$ cat src/rtl/pwm_pkg.sv
// Shared definitions for the multi-channel complementary PWM block.
// Holds the control FSM state encoding and the default counter width,
// dead time and blanking window length used by pwm_nch and pwm_chan.
package pwm_pkg;

  typedef enum logic [1:0] {
    StIdle  = 2'd0,
    StRun   = 2'd1,
    StDrain = 2'd2
  } pwm_state_e;

  localparam int unsigned PwmW     = 11;
  localparam int unsigned PwmDt    = 64;
  localparam int unsigned PwmBlank = 128;

endpackage

$ cat src/rtl/pwm_chan.sv
// One complementary PWM channel: compares the shared period counter against
// this channel's active duty to produce registered high/low-side drives with
// dead time, plus a combinational over-current blanking window after each
// switching edge.
//
// Ports:
//   clk, rst_n  clock / asynchronous active-low reset
//   act         period counter is live (RUN or DRAIN)
//   cnt         shared period counter
//   duty        active duty value for this channel
//   hi, lo      registered high-side / low-side drive
//   blank       combinational blanking flag
module pwm_chan
  import pwm_pkg::*;
#(
  parameter int unsigned W     = PwmW,
  parameter int unsigned DT    = PwmDt,
  parameter int unsigned BLANK = PwmBlank
) (
  input  logic         clk,
  input  logic         rst_n,
  input  logic         act,
  input  logic [W-1:0] cnt,
  input  logic [W-1:0] duty,
  output logic         hi,
  output logic         lo,
  output logic         blank
);

  // One extra bit so duty+DT and duty+DT+BLANK cannot wrap back into range.
  localparam logic [W:0] DtX    = (W+1)'(DT);
  localparam logic [W:0] BlankX = (W+1)'(BLANK);
  localparam logic [W:0] LastX  = {1'b0, {W{1'b1}}};

  logic [W:0] cnt_x;
  logic [W:0] duty_x;
  logic [W:0] lo_start;
  logic       hi_d, hi_q;
  logic       lo_d, lo_q;

  assign cnt_x    = {1'b0, cnt};
  assign duty_x   = {1'b0, duty};
  assign lo_start = duty_x + DtX;

  // hi ends at duty and lo starts DT later, so the two windows are disjoint.
  always_comb begin
    hi_d  = act && (cnt_x >= DtX) && (cnt_x < duty_x);
    lo_d  = act && (cnt_x >= lo_start) && (cnt_x < LastX);
    blank = act && (((cnt_x > DtX) && (cnt_x < DtX + BlankX)) ||
                    ((cnt_x > lo_start) && (cnt_x < lo_start + BlankX)));
  end

  always_ff @(posedge clk or negedge rst_n) begin
    if (!rst_n) begin
      hi_q <= 1'b0;
      lo_q <= 1'b0;
    end else begin
      hi_q <= hi_d;
      lo_q <= lo_d;
    end
  end

  assign hi = hi_q;
  assign lo = lo_q;

endmodule

$ cat src/rtl/pwm_nch.sv
// Multi-channel complementary PWM generator with dead time and blanking.
// A shared W-bit period counter runs while the control FSM is in RUN or
// DRAIN. Duty sets arrive through a one-deep pending buffer (valid/ready)
// and are promoted to the active duties only at a period boundary, so a
// pulse is never reshaped mid-period. Dropping en lets the current period
// finish (DRAIN) before returning to IDLE.
//
// Ports:
//   clk, rst_n  clock / asynchronous active-low reset
//   en          run request
//   duty_in     NCH packed duty values, channel c at [c*W +: W]
//   duty_vld    duty_in valid
//   duty_rdy    pending buffer is empty and can accept a duty set
//   hi, lo      per-channel high-side / low-side drive
//   blank       per-channel over-current blanking
//   synch       period-start pulse
//   running     FSM is in RUN or DRAIN
module pwm_nch
  import pwm_pkg::*;
#(
  parameter int unsigned W     = PwmW,
  parameter int unsigned NCH   = 2,
  parameter int unsigned DT    = PwmDt,
  parameter int unsigned BLANK = PwmBlank
) (
  input  logic             clk,
  input  logic             rst_n,
  input  logic             en,
  input  logic [NCH*W-1:0] duty_in,
  input  logic             duty_vld,
  output logic             duty_rdy,
  output logic [NCH-1:0]   hi,
  output logic [NCH-1:0]   lo,
  output logic [NCH-1:0]   blank,
  output logic             synch,
  output logic             running
);

  pwm_state_e       state_q, state_d;
  logic [W-1:0]     cnt_q, cnt_d;
  logic [NCH*W-1:0] pend_q, pend_d;
  logic [NCH*W-1:0] duty_q, duty_d;
  logic             full_q, full_d;
  logic             act;
  logic             cnt_last;
  logic             capture;
  logic             load;

  assign act      = (state_q != StIdle);
  assign cnt_last = &cnt_q;
  assign capture  = duty_vld && !full_q;
  // Promote only at a period boundary; capture needs the buffer empty and
  // load needs it full, so the two never coincide.
  assign load     = full_q && (((state_q == StIdle) && en) ||
                               ((state_q == StRun) && cnt_last));

  always_comb begin
    state_d = state_q;
    unique case (state_q)
      StIdle:  if (en) state_d = StRun;
      StRun:   if (!en) state_d = StDrain;
      StDrain: begin
        if (en) begin
          state_d = StRun;
        end else if (cnt_last) begin
          state_d = StIdle;
        end
      end
      default: state_d = StIdle;
    endcase
  end

  always_comb begin
    // DRAIN->IDLE happens at the last count, so the increment lands on 0.
    cnt_d  = act ? cnt_q + W'(1) : '0;
    pend_d = pend_q;
    full_d = full_q;
    duty_d = duty_q;
    if (capture) begin
      pend_d = duty_in;
      full_d = 1'b1;
    end
    if (load) begin
      duty_d = pend_q;
      full_d = 1'b0;
    end
  end

  always_ff @(posedge clk or negedge rst_n) begin
    if (!rst_n) begin
      state_q <= StIdle;
      cnt_q   <= '0;
      pend_q  <= '0;
      full_q  <= 1'b0;
      duty_q  <= '0;
    end else begin
      state_q <= state_d;
      cnt_q   <= cnt_d;
      pend_q  <= pend_d;
      full_q  <= full_d;
      duty_q  <= duty_d;
    end
  end

  assign duty_rdy = !full_q;
  assign synch    = act && (cnt_q == '0);
  assign running  = act;

  for (genvar c = 0; c < NCH; c++) begin : g_chan
    pwm_chan #(
      .W     (W),
      .DT    (DT),
      .BLANK (BLANK)
    ) u_chan (
      .clk   (clk),
      .rst_n (rst_n),
      .act   (act),
      .cnt   (cnt_q),
      .duty  (duty_q[c*W +: W]),
      .hi    (hi[c]),
      .lo    (lo[c]),
      .blank (blank[c])
    );
  end

endmodule

$ cat config.mk
export PLATFORM = sky130hd
export DESIGN_NAME = pwm_nch
export DESIGN_NICKNAME = d
export VERILOG_FILES = /design/src/rtl/pwm_pkg.sv /design/src/rtl/pwm_chan.sv /design/src/rtl/pwm_nch.sv
export SDC_FILE = /design/constraint.sdc
export NUM_CORES = 1
export LEC_CHECK = 0
export ABC_CLOCK_PERIOD_IN_PS = 8800
export CORE_UTILIZATION = 40
export CTS_CLUSTER_DIAMETER = 80
export DETAILED_ROUTE_END_ITERATION = 8
export SYNTH_ARGS = -nofsm -noshare
export SYNTH_HDL_FRONTEND = slang
export SYNTH_SLANG_ARGS = --single-unit
$ cat constraint.sdc
create_clock -name clk -period 8.8 [get_ports clk]
set_clock_uncertainty 0.2 [all_clocks]
set_input_delay 2.64 -clock clk [delete_from_list [all_inputs] [get_ports clk]]
set_output_delay 2.64 -clock clk [all_outputs]
set_load 0.02 [all_outputs]
==> results.md <==
- Placed Area: between 4000 and 5000 um2
- Cell taking the most area after synthesis: dfrtp_1
- Critical path's slowest cell: clkdlybuf4s50_1
- Worst Path Required: 5.96 ns
- Number of distinct library cells after synthesis: 46
- Worst slew pin tran: between 1 and 1.5 ns
- Vias/cell: 5.23
- Crit path kind: register to output port
- Final setup fails: 0
- H-tree depth: 3
- DRC Markers: 0
- Post-Route WL: ~7800 um
- Reg2reg path depth: 5
- Largest net degree at the start of global routing: 63
- Worst hold stages: 1
- Num CTS Buffers: 9
- Outcome: complete, no violations
- CP max stage delay: between 0.6 and 0.7 ns
- Largest fanout on the critical path: 5
- # diodes: 0
- Die Y-Extent: 101 um
- Worst min path class: register to register
- Primary FF master, synth: dfrtp_1
- Tcrit/Tclk final: 0.756
- Wire per inst: between 10 and 15 um
- Synth Net Count: 430
- Max Cap Viol: 0
- Worst path top cell family by delay: adder cells
- CTS Root Cell: clkbuf_8
- Core Region: approximately 9400 um2
- Initial DRC Count: approximately 110
- Max Clock Freq: roughly 0.15 GHz
- Initial antenna violation count: 0
- Die width: around 100 um
- Mean Syn Cell Area: 10.9 um2
- Crit Reg-Reg Startpoint: cnt_q[4]
- Die Area: slightly above 10,000 um2
- Simple-Gate Fraction of Synth Area: 0.117
- WHS: between 0.2 and 0.3 ns
- Post-Synth XOR/XNOR Area: 0.0468
- Compound-Gate Fraction of Synth Area: 0.101
- DP HPWL: ~5800 um
- Multi-input logic area: approximately 2200 um2
- Fill cells: ~900
- Lkg Pwr: ~2.2 nW
- Top post-synthesis cells by area: dfrtp_1, ha_1, mux2_4
- # Post-CTS Setup Buffers: 0
- Final instance area: about 4600 um2
- GRT Residual Overflow: 0
- Worst setup SP type: register
- Netlist Area Pre-Place: ~4000 um2
- Max Buffers Root-to-Sink: 2
- CTS Hold Buffers Added: 0
- First-pass detailed-route iteration total: 4
- NetSw: about 0.46 mW
- Top cells by count, synth: dfrtp_1, ha_1, inv_1
- Comb power frac: 0.430
- Internal power: ~0.84 mW
- Largest family of logic cells by synthesized area: multiplexers
- CTS tree: done
- Layout Nets: about 460
- Layout Area Growth over Synthesis: 16.8%
- Slew headroom: 0.240
- Cell count after synthesis: 360
- EDFF count, synth: 0
- CP endpoint kind: output port
- Num rows: 35
- All-Layer GR Usage: 0.173
- Yosys warning count: 0
- Number of routed nets with antenna violations: 0
- RD Place Congestion: a little under 0.9
- CP bufs+invs: 2
- Starting density of the core: 0.419
- Hold Startpoint: state_q[1]
- Worst r2r dst: duty_q[0]
- Synth Register Bits: 62
- Hold Crit Endpoint: state_q[0]
- Clock sinks: between 60 and 70
- Cell mode on critical path: ha_1
- DR vias: approximately 2,800
- Vias in the first global route: between 2,000 and 3,000
- Post-synthesis sequential area ratio: 0.395
- CTS resizes: 0
- Sw Ratio: 0.356
- Register area: 1550 um2
- Clock share of power: 0.226
- Multiplexer area fraction after synthesis: 0.144
- RSZ-0062 raised after global routing: false
- Crit path cell chain: ha_1 > xnor2_1 > inv_1 > ha_1 > xor2_1 > ha_1 > a22o_1 > nor4_1 > a21bo_2 > a221oi_1 > o31ai_1 > clkdlybuf4s50_1
- Skew-Pair Late Insertion Delay: 0.34 ns
- First-pass GRT wire length: ~13,000 um
- Ys async rst share: 1.00
- Final Max Slew Viols: 0
- Sequential share of power: 0.344
- Top-count cell post-synth: dfrtp_1
- Worst-path clk slew: ~0.070 ns
- R2R Setup Slk: approximately 6 ns
- Setup tns final: 0 ns
- Post-synth top area share: 0.395
- Fin. Hold Viols: 0
- Crit path arrival time: about 3.8 ns
- VDD IR max: about 0.11 mV
- Tmin final: around 6.7 ns
- # IOs: 35
- Pwr dens: 284 nW/um2
- Share of layout cells above drive strength 1: 0.173
- I/O Buffers: 34
- Post-Synth Adder-Cell Area: 0.140
==> how the worst max path moves through the flow <==
| stage | end | from | cells after the start |
|---|---|---|---|
| after CTS | blank[1] | duty_q[17] | 12 |
| after global routing | blank[1] | duty_q[17] | 12 |
| after floorplan | blank[0] | duty_q[6] | 12 |
| final | blank[0] | duty_q[6] | 12 |
| after global placement | blank[0] | duty_q[6] | 12 |
| after detailed placement | blank[1] | duty_q[17] | 12 |
==> cell families (layout without fill, tap and decap cells) <==
logic type / after synthesis / after routing
multiplexers: 44 / 44
adder cells (fa/ha/maj): 44 / 44
AND/OR/NAND/NOR: 85 / 85
XOR/XNOR: 21 / 21
buffers and inverters: 47 / 86
AO/OA/AOI/OAI: 57 / 57
flip-flops: 62 / 62
==> per-stage QoR <==
| step | cells | util | power, mW | setup WS (ns) |
|---|---|---|---|---|
| CTS | 528 | 0.489 | 1.31 | 2.14 |
| detailed placement | 512 | 0.464 | 1.01 | 2.53 |
| global placement | 512 | 0.464 | 0.987 | 2.68 |
| finish | 528 | 0.489 | 1.30 | 2.15 |
| global route | 528 | 0.489 | 1.41 | 1.89 |
| floorplan | 360 | - | 0.872 | 3.27 |
==> state kept, by name, summed over array words and instances (netlist names) <==
register	flops
duty_q	22
pend_q	22
cnt_q	11
g_chan.u_chan.hi	2
g_chan.u_chan.lo	2
state_q	2
full_q	1
==> power by group through the flow <==
stage               combinational (mW)  sequential [mW]  clock (mW)
floorplan                        0.442            0.430           0
global placement                 0.536            0.451           0
detailed placement               0.558            0.454           0
CTS                              0.562            0.449       0.302
global route                     0.629            0.462       0.315
finish                           0.560            0.448       0.295
==> routing by layer <==
| metal | vias to the layer above | global-route usage | routed length, um |
|---|---|---|---|
| li1 | 1350 | - | - |
| met1 | 1354 | 0.237 | 3860 |
| met2 | 47 | 0.269 | 3530 |
| met3 | 9 | 0.0333 | 237 |
| met4 | 0 | 0.0702 | 129 |
| met5 | - | 0 | 0 |
==> worst reg2reg max path, delay by kind of cell, from the launching register on <==
| family | cells | cell delay, ns |
|---|---|---|
| AND/OR/NAND/NOR | 3 | 0.68 |
| multiplexers | 1 | 0.42 |
| AO/OA/AOI/OAI | 1 | 0.93 |
| flip-flops | 1 | 0.47 |
==> cells in the final DEF (no fill, tap or decap), drive strengths merged, types with 5 or more instances in the layout <==
| cell | n |
|---|---|
| xnor2 | 11 |
| nor2 | 23 |
| clkbuf | 13 |
| xor2 | 10 |
| ha | 44 |
| mux2 | 44 |
| nand2 | 7 |
| nand3 | 11 |
| o21ai | 13 |
| o211ai | 8 |
| nand4 | 6 |
| or3 | 5 |
| clkdlybuf4s50 | 33 |
| a21oi | 14 |
| and3 | 6 |
| nor3 | 6 |
| inv | 34 |
| dfrtp | 62 |
==> layout make-up <==
type                       instances  share of cell area
clock inverter                     3              0.0142
clock buffer                      13              0.0368
inverter                          34              0.0278
sequential                        62               0.338
timing repair buffer              36              0.0764
tap                              129              0.0352
multi-input combinational        251               0.471
Power figures use the tool's default switching activity.
